<file path="src/rtl/jpeg2k_pkg.sv">
// Shared types and constants for the JPEG2000 tile-path stages.
package jpeg2k_pkg;

    localparam int JpegDataWidth = 8;

    typedef logic [JpegDataWidth-1:0] Data_t;

    // Framer control state: IDLE waits for a valid config and the first sample, RUN streams a frame.
    typedef enum logic [0:0] {
        IDLE = 1'b0,
        RUN  = 1'b1
    } framer_state_e;

    // DC level shift offset 2^(width-1): flipping the MSB maps unsigned samples to two's complement.
    function automatic logic [63:0] dc_shift_offset(input int width);
        return 64'd1 << (width - 1);
    endfunction

    localparam Data_t DcShiftOffset = Data_t'(dc_shift_offset(JpegDataWidth));

endpackage

</file>
<file path="src/rtl/axis_if.sv">
// Team Axis bus: data/valid/ready handshake plus sof/eol frame markers.
interface axis_if
    import jpeg2k_pkg::*;
#(
    parameter int DataWidth = JpegDataWidth
);
    logic [DataWidth-1:0] data;
    logic                 valid;
    logic                 ready;
    logic                 sof;
    logic                 eol;

    modport master (output data, valid, sof, eol, input ready);
    modport slave  (input data, valid, sof, eol, output ready);
endinterface

</file>
<file path="src/rtl/axis_reg_slice.sv">
// Single-stage Axis output register with sof/eol/last sideband and a
// done pulse one cycle after the last-flagged beat is taken downstream.
module axis_reg_slice
    import jpeg2k_pkg::*;
#(
    parameter int DataWidth = JpegDataWidth
) (
    input  logic                 clk_i,
    input  logic                 rst_i,
    input  logic                 i_load,
    input  logic [DataWidth-1:0] i_data,
    input  logic                 i_sof,
    input  logic                 i_eol,
    input  logic                 i_last,
    output logic                 o_free,
    output logic                 o_done,
    axis_if.master               m_axis
);

    logic                 r_valid;
    logic [DataWidth-1:0] r_data;
    logic                 r_sof;
    logic                 r_eol;
    logic                 r_last;
    logic                 r_done;

    // Register can take a new beat when empty or when its current beat leaves this cycle.
    assign o_free       = !r_valid | m_axis.ready;
    assign o_done       = r_done;
    assign m_axis.valid = r_valid;
    assign m_axis.data  = r_data;
    assign m_axis.sof   = r_sof;
    assign m_axis.eol   = r_eol;

    // Load on acceptance, drain on downstream ready, hold everything while stalled.
    always_ff @(posedge clk_i) begin
        // NOTE: state is updated with <= so every register samples pre-edge values, as the hardware does.
        if (rst_i) begin
            r_valid <= 1'b0;
            // NOTE: the data path is reset too because downstream observes data=0 after reset.
            r_data  <= '0;
            r_sof   <= 1'b0;
            r_eol   <= 1'b0;
            r_last  <= 1'b0;
            r_done  <= 1'b0;
        end else begin
            r_done <= r_valid & m_axis.ready & r_last;
            if (i_load) begin
                r_valid <= 1'b1;
                r_data  <= i_data;
                r_sof   <= i_sof;
                r_eol   <= i_eol;
                r_last  <= i_last;
            end else if (m_axis.ready) begin
                r_valid <= 1'b0;
            end
        end
    end

endmodule

</file>
<file path="src/rtl/line_framer.sv">
// Line framer: turns a raw sample stream into an Axis stream with sof/eol
// markers for a runtime line size (W) and line count (H).
// Optional build macro LINE_FRAMER_DC_SHIFT_EN applies the JPEG2000 DC level
// shift (MSB flip) to every sample; markers and timing are unaffected.
module line_framer
    import jpeg2k_pkg::*;
#(
    parameter int DataWidth   = JpegDataWidth,
    parameter int MaxLineSize = 8,
    parameter int MaxLineNum  = 8
) (
    input  logic                              clk_i,
    input  logic                              rst_i,
    input  logic [$clog2(MaxLineSize+1)-1:0]  line_size_i,
    input  logic [$clog2(MaxLineNum+1)-1:0]   line_num_i,
    axis_if.slave                             s_axis,
    axis_if.master                            m_axis,
    output logic                              busy_o,
    output logic                              done_o,
    output logic                              cfg_err_o
);

    localparam int LineSizeW = $clog2(MaxLineSize + 1);
    localparam int LineNumW  = $clog2(MaxLineNum + 1);

    framer_state_e        r_state;
    framer_state_e        w_state_next;
    logic [LineSizeW-1:0] r_w;
    logic [LineSizeW-1:0] r_col;
    logic [LineSizeW-1:0] w_w;
    logic [LineNumW-1:0]  r_h;
    logic [LineNumW-1:0]  r_row;
    logic [LineNumW-1:0]  w_h;
    logic                 w_cfg_ok;
    logic                 w_free;
    logic                 w_s_ready;
    logic                 w_accept;
    logic                 w_col_last;
    logic                 w_row_last;
    logic [DataWidth-1:0] w_data;
    logic                 w_unused_markers;

    // Raw upstream carries no framing; its markers are deliberately ignored.
    assign w_unused_markers = s_axis.sof | s_axis.eol;

    // W=1 is rejected: the downstream even/odd reorder needs at least two samples per line.
    assign w_cfg_ok = (line_size_i >= LineSizeW'(2)) && (line_size_i <= LineSizeW'(MaxLineSize)) &&
                      (line_num_i  >= LineNumW'(1))  && (line_num_i  <= LineNumW'(MaxLineNum));

    // In IDLE the live inputs are the config, so the first beat is framed with the same W/H that get frozen.
    assign w_w        = (r_state == IDLE) ? line_size_i : r_w;
    assign w_h        = (r_state == IDLE) ? line_num_i  : r_h;
    assign w_col_last = (r_col == w_w - LineSizeW'(1));
    assign w_row_last = (r_row == w_h - LineNumW'(1));
    assign w_accept   = s_axis.valid & w_s_ready;
    assign s_axis.ready = w_s_ready;

`ifdef LINE_FRAMER_DC_SHIFT_EN
    localparam logic [DataWidth-1:0] DcOffset = DataWidth'(dc_shift_offset(DataWidth));
    assign w_data = s_axis.data ^ DcOffset;
`else
    assign w_data = s_axis.data;
`endif

    // Next-state and handshake decode; ready is held low while reset is asserted.
    always_comb begin
        // NOTE: every output gets a default first so no path leaves a value unassigned (no latches).
        w_state_next = r_state;
        w_s_ready    = 1'b0;
        busy_o       = 1'b0;
        cfg_err_o    = 1'b0;
        case (r_state)
            IDLE: begin
                cfg_err_o = !w_cfg_ok;
                w_s_ready = w_cfg_ok & w_free & !rst_i;
                if (s_axis.valid & w_s_ready) begin
                    w_state_next = RUN;
                end
            end
            RUN: begin
                busy_o    = 1'b1;
                w_s_ready = w_free & !rst_i;
                if (s_axis.valid & w_s_ready & w_col_last & w_row_last) begin
                    w_state_next = IDLE;
                end
            end
            default: w_state_next = IDLE;
        endcase
    end

    // State register.
    always_ff @(posedge clk_i) begin
        if (rst_i) begin
            r_state <= IDLE;
        end else begin
            r_state <= w_state_next;
        end
    end

    // Config capture in IDLE and column/row counters advancing on each accepted sample.
    always_ff @(posedge clk_i) begin
        if (rst_i) begin
            r_w   <= '0;
            r_h   <= '0;
            r_col <= '0;
            r_row <= '0;
        end else begin
            if (r_state == IDLE) begin
                r_w <= line_size_i;
                r_h <= line_num_i;
            end
            if (w_accept) begin
                if (w_col_last) begin
                    r_col <= '0;
                    r_row <= w_row_last ? '0 : r_row + LineNumW'(1);
                end else begin
                    r_col <= r_col + LineSizeW'(1);
                end
            end
        end
    end

    axis_reg_slice #(
        .DataWidth (DataWidth)
    ) u_out_reg (
        .clk_i  (clk_i),
        .rst_i  (rst_i),
        .i_load (w_accept),
        .i_data (w_data),
        .i_sof  ((r_col == '0) && (r_row == '0)),
        .i_eol  (w_col_last),
        .i_last (w_col_last & w_row_last),
        .o_free (w_free),
        .o_done (done_o),
        .m_axis (m_axis)
    );

endmodule

</file>
<file path="src/flat_wrapper.sv">
// flat-port wrapper written by rule: the top's interface ports become plain ports
module line_framer_flat import jpeg2k_pkg::*;
#(
    parameter int DataWidth   = JpegDataWidth,
    parameter int MaxLineSize = 8,
    parameter int MaxLineNum  = 8
)
  (clk_i, rst_i, line_size_i, line_num_i, busy_o, done_o, cfg_err_o, s_axis_data, s_axis_valid, s_axis_sof, s_axis_eol, s_axis_ready, m_axis_data, m_axis_valid, m_axis_sof, m_axis_eol, m_axis_ready);
  axis_if #(.DataWidth(DataWidth)) s_axis_i ();
  axis_if #(.DataWidth(DataWidth)) m_axis_i ();
  input  logic clk_i;
  input  logic rst_i;
  input  logic [$clog2(MaxLineSize+1)-1:0] line_size_i;
  input  logic [$clog2(MaxLineNum+1)-1:0] line_num_i;
  output logic busy_o;
  output logic done_o;
  output logic cfg_err_o;
  input wire logic [$bits(s_axis_i.data)-1:0] s_axis_data;
  input wire logic [$bits(s_axis_i.valid)-1:0] s_axis_valid;
  input wire logic [$bits(s_axis_i.sof)-1:0] s_axis_sof;
  input wire logic [$bits(s_axis_i.eol)-1:0] s_axis_eol;
  output wire logic [$bits(s_axis_i.ready)-1:0] s_axis_ready;
  output wire logic [$bits(m_axis_i.data)-1:0] m_axis_data;
  output wire logic [$bits(m_axis_i.valid)-1:0] m_axis_valid;
  output wire logic [$bits(m_axis_i.sof)-1:0] m_axis_sof;
  output wire logic [$bits(m_axis_i.eol)-1:0] m_axis_eol;
  input wire logic [$bits(m_axis_i.ready)-1:0] m_axis_ready;
  assign s_axis_i.data = s_axis_data;
  assign s_axis_i.valid = s_axis_valid;
  assign s_axis_i.sof = s_axis_sof;
  assign s_axis_i.eol = s_axis_eol;
  assign s_axis_ready = s_axis_i.ready;
  assign m_axis_data = m_axis_i.data;
  assign m_axis_valid = m_axis_i.valid;
  assign m_axis_sof = m_axis_i.sof;
  assign m_axis_eol = m_axis_i.eol;
  assign m_axis_i.ready = m_axis_ready;
  line_framer #(.DataWidth(DataWidth), .MaxLineSize(MaxLineSize), .MaxLineNum(MaxLineNum)) u_core (.clk_i(clk_i), .rst_i(rst_i), .line_size_i(line_size_i), .line_num_i(line_num_i), .s_axis(s_axis_i), .m_axis(m_axis_i), .busy_o(busy_o), .done_o(done_o), .cfg_err_o(cfg_err_o));
endmodule
</file>
<file path="config.mk">
export PLATFORM = sky130hd
export DESIGN_NAME = line_framer_flat
export DESIGN_NICKNAME = d
export VERILOG_FILES = /design/src/rtl/jpeg2k_pkg.sv /design/src/rtl/axis_if.sv /design/src/rtl/axis_reg_slice.sv /design/src/rtl/line_framer.sv /design/src/flat_wrapper.sv
export SDC_FILE = /design/constraint.sdc
export NUM_CORES = 1
export LEC_CHECK = 0
export CAP_MARGIN = 20
export CELL_PAD_IN_SITES_DETAIL_PLACEMENT = 1
export CELL_PAD_IN_SITES_GLOBAL_PLACEMENT = 1
export CORE_AREA = 4 4 70 72
export CTS_CLUSTER_SIZE = 10
export DETAILED_ROUTE_END_ITERATION = 8
export DIE_AREA = 0 0 74 76
export GPL_ROUTABILITY_DRIVEN = 0
export PLACE_DENSITY_LB_ADDON = 0.1
export SLEW_MARGIN = 25
export SYNTH_ARGS = -nofsm -noshare
export SYNTH_HDL_FRONTEND = slang
export SYNTH_SLANG_ARGS = --single-unit
</file>
<file path="constraint.sdc">
create_clock -name clk_i -period 2.7 [get_ports clk_i]
set_clock_uncertainty 0.1 [all_clocks]
set_input_delay 0.54 -clock clk_i [delete_from_list [all_inputs] [get_ports clk_i]]
set_output_delay 0.54 -clock clk_i [all_outputs]
set_load 0.01 [all_outputs]
</file>
# After elaboration in Yosys (flattened, before gate mapping)
# Index checks and enable logic that the tools add are counted.
[totals] mem_bits_ro=0 reg_bits=30 latch_bits=0 ram_bits=0 n_memories=0
[classes] mux=12 magnitude_cmp=4 n_div=0 bitwise_logic=13 n_addsub=4 shift=0 multipliers=0 n_eq_ne=2 reduce_logical=11
[ops] cell="$mux W4" count=4
[ops] cell="$and A1 B1 Y1" count=11
[ops] cell="$add A4 B1 Y4 const B" count=2
[ops] cell="$eq A4 B4 Y1" count=2
[ops] cell="$le A4 B4 Y1 const B" count=2
[ops] cell="$logic_not A4 Y1" count=2
[ops] cell="$sub A4 B1 Y4 const B" count=2
[ops] cell="$mux W1" count=6
[ops] cell="$ge A4 B1 Y1 const B" count=1
[ops] cell="$ge A4 B2 Y1 const B" count=1
[ops] cell="$logic_and A1 B1 Y1" count=4
[ops] cell="$pmux W1 S2" count=2
[ops] cell="$logic_not A1 Y1" count=3
[ops] cell="$reduce_and A2 Y1" count=1
[ops] cell="$reduce_bool A2 Y1" count=1
[ops] cell="$not A1 Y1" count=1
[ops] cell="$or A1 B1 Y1" count=1

# Logic depth before layout (Yosys ltp)
[depth] ltp_word=9 depth_mapped=10 depth_no_buf=8

# Modules after synthesis
# From an unflattened synthesis, not the netlist that was laid out.
[unflattened] hier_cells=161 hier_area_um2=1501.4
[by_module_without_submodules] module="line_framer" cells_each=120 n_inst=1 area_each_um2=1048.5
[by_module_without_submodules] module="axis_reg_slice" cells_each=41 n_inst=1 area_each_um2=452.9

# Least setup slack after synthesis
# Ideal clock, no wire load.
[synth_path] path_kind="register -> register" start="reg u_core.r_state" end="reg u_core.u_out_reg.r_last" setup_time_ps=70 path_buffers=2 arrival_time_ps=2205 required_ps=2530 stages_incl_launch_ff=11 setup_slack_ps=324 path_cell_list="dfxtp_1 buf_6 buf_4 mux2i_1 ha_1 xnor2_1 xnor2_1 and3_1 nand2_1 or3_1 a21oi_1"
[synth_via] elab_chain_cells=4 word_cells_on_any_way=10
[synth_lines] element="start, declared" line_no="line_framer.sv:26" source="framer_state_e r_state;"
[synth_lines] element="start signal, assigned" line_no="line_framer.sv:96" source="r_state <= w_state_next;"
[synth_lines] element="$mux W4 (on tied branches)" line_no="line_framer.sv:51, line_framer.sv:52"
[synth_lines] element="$sub A4 B1 Y4 (on tied branches)" line_no="line_framer.sv:53, line_framer.sv:54"
[synth_lines] element="$eq A4 B4 Y1 (on tied branches)" line_no="line_framer.sv:53, line_framer.sv:54"
[synth_lines] element="$and A1 B1 Y1" line_no="line_framer.sv:132" source=".i_last (w_col_last & w_row_last),"
[synth_lines] element="end signal, assigned" line_no="axis_reg_slice.sv:53" source="r_last <= i_last;"
[synth_lines] element="end, declared" line_no="axis_reg_slice.sv:24" source="logic r_last;"
# Parallel ways exist; a longest one is shown, timed or not.
# A chain may end at the register's enable or synchronous reset.

# Worst setup path after layout
[layout_path] start="in line_size_i[0]" end="out s_axis_ready"
[layout_via] elab_chain_cells=7 word_cells_on_any_way=8
[layout_lines] element="start, declared" line_no="flat_wrapper.sv:13" source="input logic [$clog2(MaxLineSize+1)-1:0] line_size_i;"
[layout_lines] element="$ge A4 B2 Y1 or $le A4 B4 Y1 (tied branches)" line_no="line_framer.sv:47" source="assign w_cfg_ok = (line_size_i >= LineSizeW'(2)) && (line_size_i <= LineSizeW'(MaxLineSize)) &&"
[layout_lines] element="$logic_and A1 B1 Y1 (*) (2 in a row)" line_no="line_framer.sv:47"
[layout_lines] element="$logic_and A1 B1 Y1 (*)" line_no="line_framer.sv:48" source="(line_num_i >= LineNumW'(1)) && (line_num_i <= LineNumW'(MaxLineNum));"
[layout_lines] element="$and A1 B1 Y1 (*) (2 in a row)" line_no="line_framer.sv:75" source="w_s_ready = w_cfg_ok & w_free & !rst_i;"
[layout_lines] element="$pmux W1 S2 (*)" line_no="line_framer.sv:72" source="case (r_state)"
[layout_lines] element="end, declared" line_no="flat_wrapper.sv:22" source="output wire logic [$bits(s_axis_i.ready)-1:0] s_axis_ready;"
# Mark *: on every way between the ends. The rest lies on a longest branch, timed or not.

==> results.sh <==
export IMPL_synth_top_area_share=0.399
export IMPL_start_util=0.350
export IMPL_grt_pass1_vias=1437
export IMPL_nets=247
export IMPL_layout_min_cycle_time_ns=2.56
export IMPL_num_antenna_cells=0
export IMPL_synth_seq_area_share=0.399
export IMPL_critical_path_endpoint_type="output port"
export IMPL_pre_cts_slack_ns=-0.531
export IMPL_yosys_area_share_simple=0.223
export IMPL_netlist_top_cells_area="dfxtp_1, mux2i_1, nor2_1"
export IMPL_cts_sinks=30
export IMPL_cts_tree="yes"
export IMPL_crit_path_max_incr_delay_ns=0.53
export IMPL_track_usage=0.155
export IMPL_fin_util=0.501
export IMPL_antenna_found_initial=0
export IMPL_tightest_slew_ns=0.368
export IMPL_cts_htree_levels=2
export IMPL_synth_xor_area_frac=0.0641
export IMPL_layout_drive_gt1_share=0.177
export IMPL_ys_types=41
export IMPL_ys_seq_elements=30
export IMPL_critical_path_most_common_cell="nor2_1"
export IMPL_fin_ws_ns=0.139
export IMPL_die_x_um=74
export IMPL_synth_compound_area_frac=0.108
export IMPL_grt_overflow=0
export IMPL_hold_viol=0
export IMPL_worstSetupStartpointType="primary input"
export IMPL_wl_per_cell_um=14.6
export IMPL_yosys_warnings=0
export IMPL_slew_headroom=0.754
export IMPL_outcome="completed"
export IMPL_critical_path_required_ns=2.06
export IMPL_cts_root_buf="clkbuf_8"
export IMPL_cts_buffer_depth=2
export IMPL_leakage_nw=0.883
export IMPL_area_delta_synth_final_pct=43.2
export IMPL_die_h_um=76
export IMPL_firstDrtPassIters=4
export IMPL_dp_hpwl_um=2980
export IMPL_maxSlewViolCount=0
export IMPL_cts_buffers=5
export IMPL_worstSetupPathType="primary input to output port"
export IMPL_synthMuxAreaShare=0.115
export IMPL_syn_area_sq_um=1500
export IMPL_ioPinCount=37
export IMPL_max_cap_violations=0
export IMPL_rsz0062_at_grt="false"
export IMPL_synth_avg_cell_area_sq_um=9.17
export IMPL_wl_um=3970
export IMPL_num_vias=1374
export IMPL_syn_inst=164
export IMPL_clkLatencyLatePin_ns=0.29
export IMPL_finalNonFillerCells=272
export IMPL_grt_max_degree=31
export IMPL_setup_violations=0
export IMPL_first_iter_violations=39
export IMPL_min_path_type="flop to flop"
export IMPL_synth_adder_area_share=0.0499
export IMPL_ant_nets=0
export IMPL_design_core_area_sq_um=4290
export IMPL_arrival_ns=1.92
export IMPL_drc=0
export IMPL_max_freq_mhz=390
export IMPL_cp_slowest_cell="or4b_4"
export IMPL_clk_pin_slew_worst_paths_ns=0.07
export IMPL_num_rows=24
export IMPL_power_density_nw_per_um2=486
export IMPL_vdd_drop_max_v=0.000234
export IMPL_io_buffers=34
export IMPL_crit_chain="clkdlybuf4s15_1 > or4b_4 > a211oi_4 > nor2_1 > nor2_1 > and2_1 > buf_2"
export IMPL_yosys_area_top_type="dfxtp_1"
export IMPL_grt_pass1_wl_um=6660
export IMPL_fin_crit_sh=0.949
export IMPL_synth_top_family_by_area="simple AND/OR/NAND/NOR gates"
export IMPL_viasPerCell=5.05
export IMPL_synth_fp_nets=192
export IMPL_die_area_sq_um=5620
export IMPL_dp_cells=263
export IMPL_crit_fanout=2
==> area by class of cell <==
type,instances,area (sq um)
fillers,505,2140
well taps,52,65.1
inverters,4,15.0
multi-input cells,123,860
clock buffers,8,110
flip-flops and latches,30,601
repair buffers,55,503
==> metrics by stage <==
step / hold WS (ns) / TNS (ns) / total power [W] / area [sq um]
after floorplan: 0.332 / 0 / 0.000545 / 1500
after global placement: 0.345 / -0.980 / 0.000620 / 2030
after detailed placement: 0.357 / -1.42 / 0.000626 / 2030
after CTS: 0.368 / 0 / 0.00106 / 2140
after global routing: 0.396 / 0 / 0.00111 / 2150
final: 0.360 / 0 / 0.00105 / 2150
==> worst max-delay path, delay by kind of cell <==
kind,cells,cell delay [ns]
compound gates,1,0.23
buf+inv,2,0.30
simple gates,4,0.85
==> kinds of logic after synthesis <==
logic type,count (synthesis)
AO/OA/AOI/OAI,24
XOR/XNOR,11
adder cells (fa/ha/maj),6
buffers and inverters,11
flip-flops,30
multiplexers,16
AND/OR/NAND/NOR,66
==> routing by layer <==
| metal | part of all wire | global-route usage | vias to the layer above |
|---|---|---|---|
| li1 | - | - | 680 |
| met1 | 0.40 | 0.164 | 662 |
| met2 | 0.53 | 0.271 | 24 |
| met3 | 0.047 | 0.0580 | 8 |
| met4 | 0.019 | 0.0580 | 0 |
| met5 | 0 | 0 | - |
==> timing repair <==
item                                    CTS  global route
resized for setup                        10             8
cloned                                    0             0
pin swaps                                 5             7
endpoints found under the setup margin    2             1
buffers inserted                          1             0
hold buffers                              0             0
==> cell usage after synthesis, drive strengths merged <==
master,n
a211o,1
a211oi,1
a21oi,8
a22oi,1
a31oi,5
and2,2
and3,1
and3b,1
and4b,1
buf,4
clkbuf,3
dfxtp,30
ha,6
inv,4
mux2i,16
nand2,10
nand2b,1
nand3,8
nand3b,3
nand4b,1
nor2,26
nor3,3
nor3b,2
nor4,2
nor4b,1
o211ai,1
o21ai,4
o21bai,1
o31a,1
o31ai,1
or2,1
or3,2
or4b,1
xnor2,7
xor2,4
==> cell usage in the layout, fill, tap and decap left out, types with 3 or more instances in the layout <==
cell	instances
clkdlybuf4s50_1	26
buf_4	20
inv_1	4
ha_1	6
a31oi_1	5
nand3b_1	3
dfxtp_1	30
a21oi_1	7
nand2_1	10
mux2i_1	15
clkbuf_8	8
xor2_1	4
nor2_1	26
xnor2_1	7
nand3_1	8
==> state kept, by name (all words and copies together) (netlist names) <==
signal and cells:
u_core.r_state 1, u_core.u_out_reg.m_axis.eol 1, u_core.u_out_reg.o_done 1, u_core.u_out_reg.m_axis.valid 1, u_core.r_w 4, u_core.r_col 4
u_core.r_h 4, u_core.u_out_reg.m_axis.sof 1, u_core.u_out_reg.m_axis.data 8, u_core.u_out_reg.r_last 1, u_core.r_row 4
==> worst paths after layout <==
kind,start,end,slack [ns],depth (start not counted)
worst min-delay path,u_core.u_out_reg.m_axis.eol,u_core.u_out_reg.m_axis.eol,0.36,2
worst max-delay path,line_size_i[0],s_axis_ready,0.14,7
worst max register to register,u_core.r_state,u_core.u_out_reg.r_last,0.39,8
worst min register to register,u_core.u_out_reg.m_axis.eol,u_core.u_out_reg.m_axis.eol,0.36,2
==> power by group <==
| part | switching, W | leakage, nW | internal, W |
|---|---|---|---|
| logic | 0.0000691 | 0.581 | 0.0000840 |
| clock network | 0.000173 | 0.0575 | 0.000257 |
| registers | 0.00000758 | 0.244 | 0.000455 |
| total | 0.000250 | 0.883 | 0.000796 |
Power figures use the tool's default switching activity.
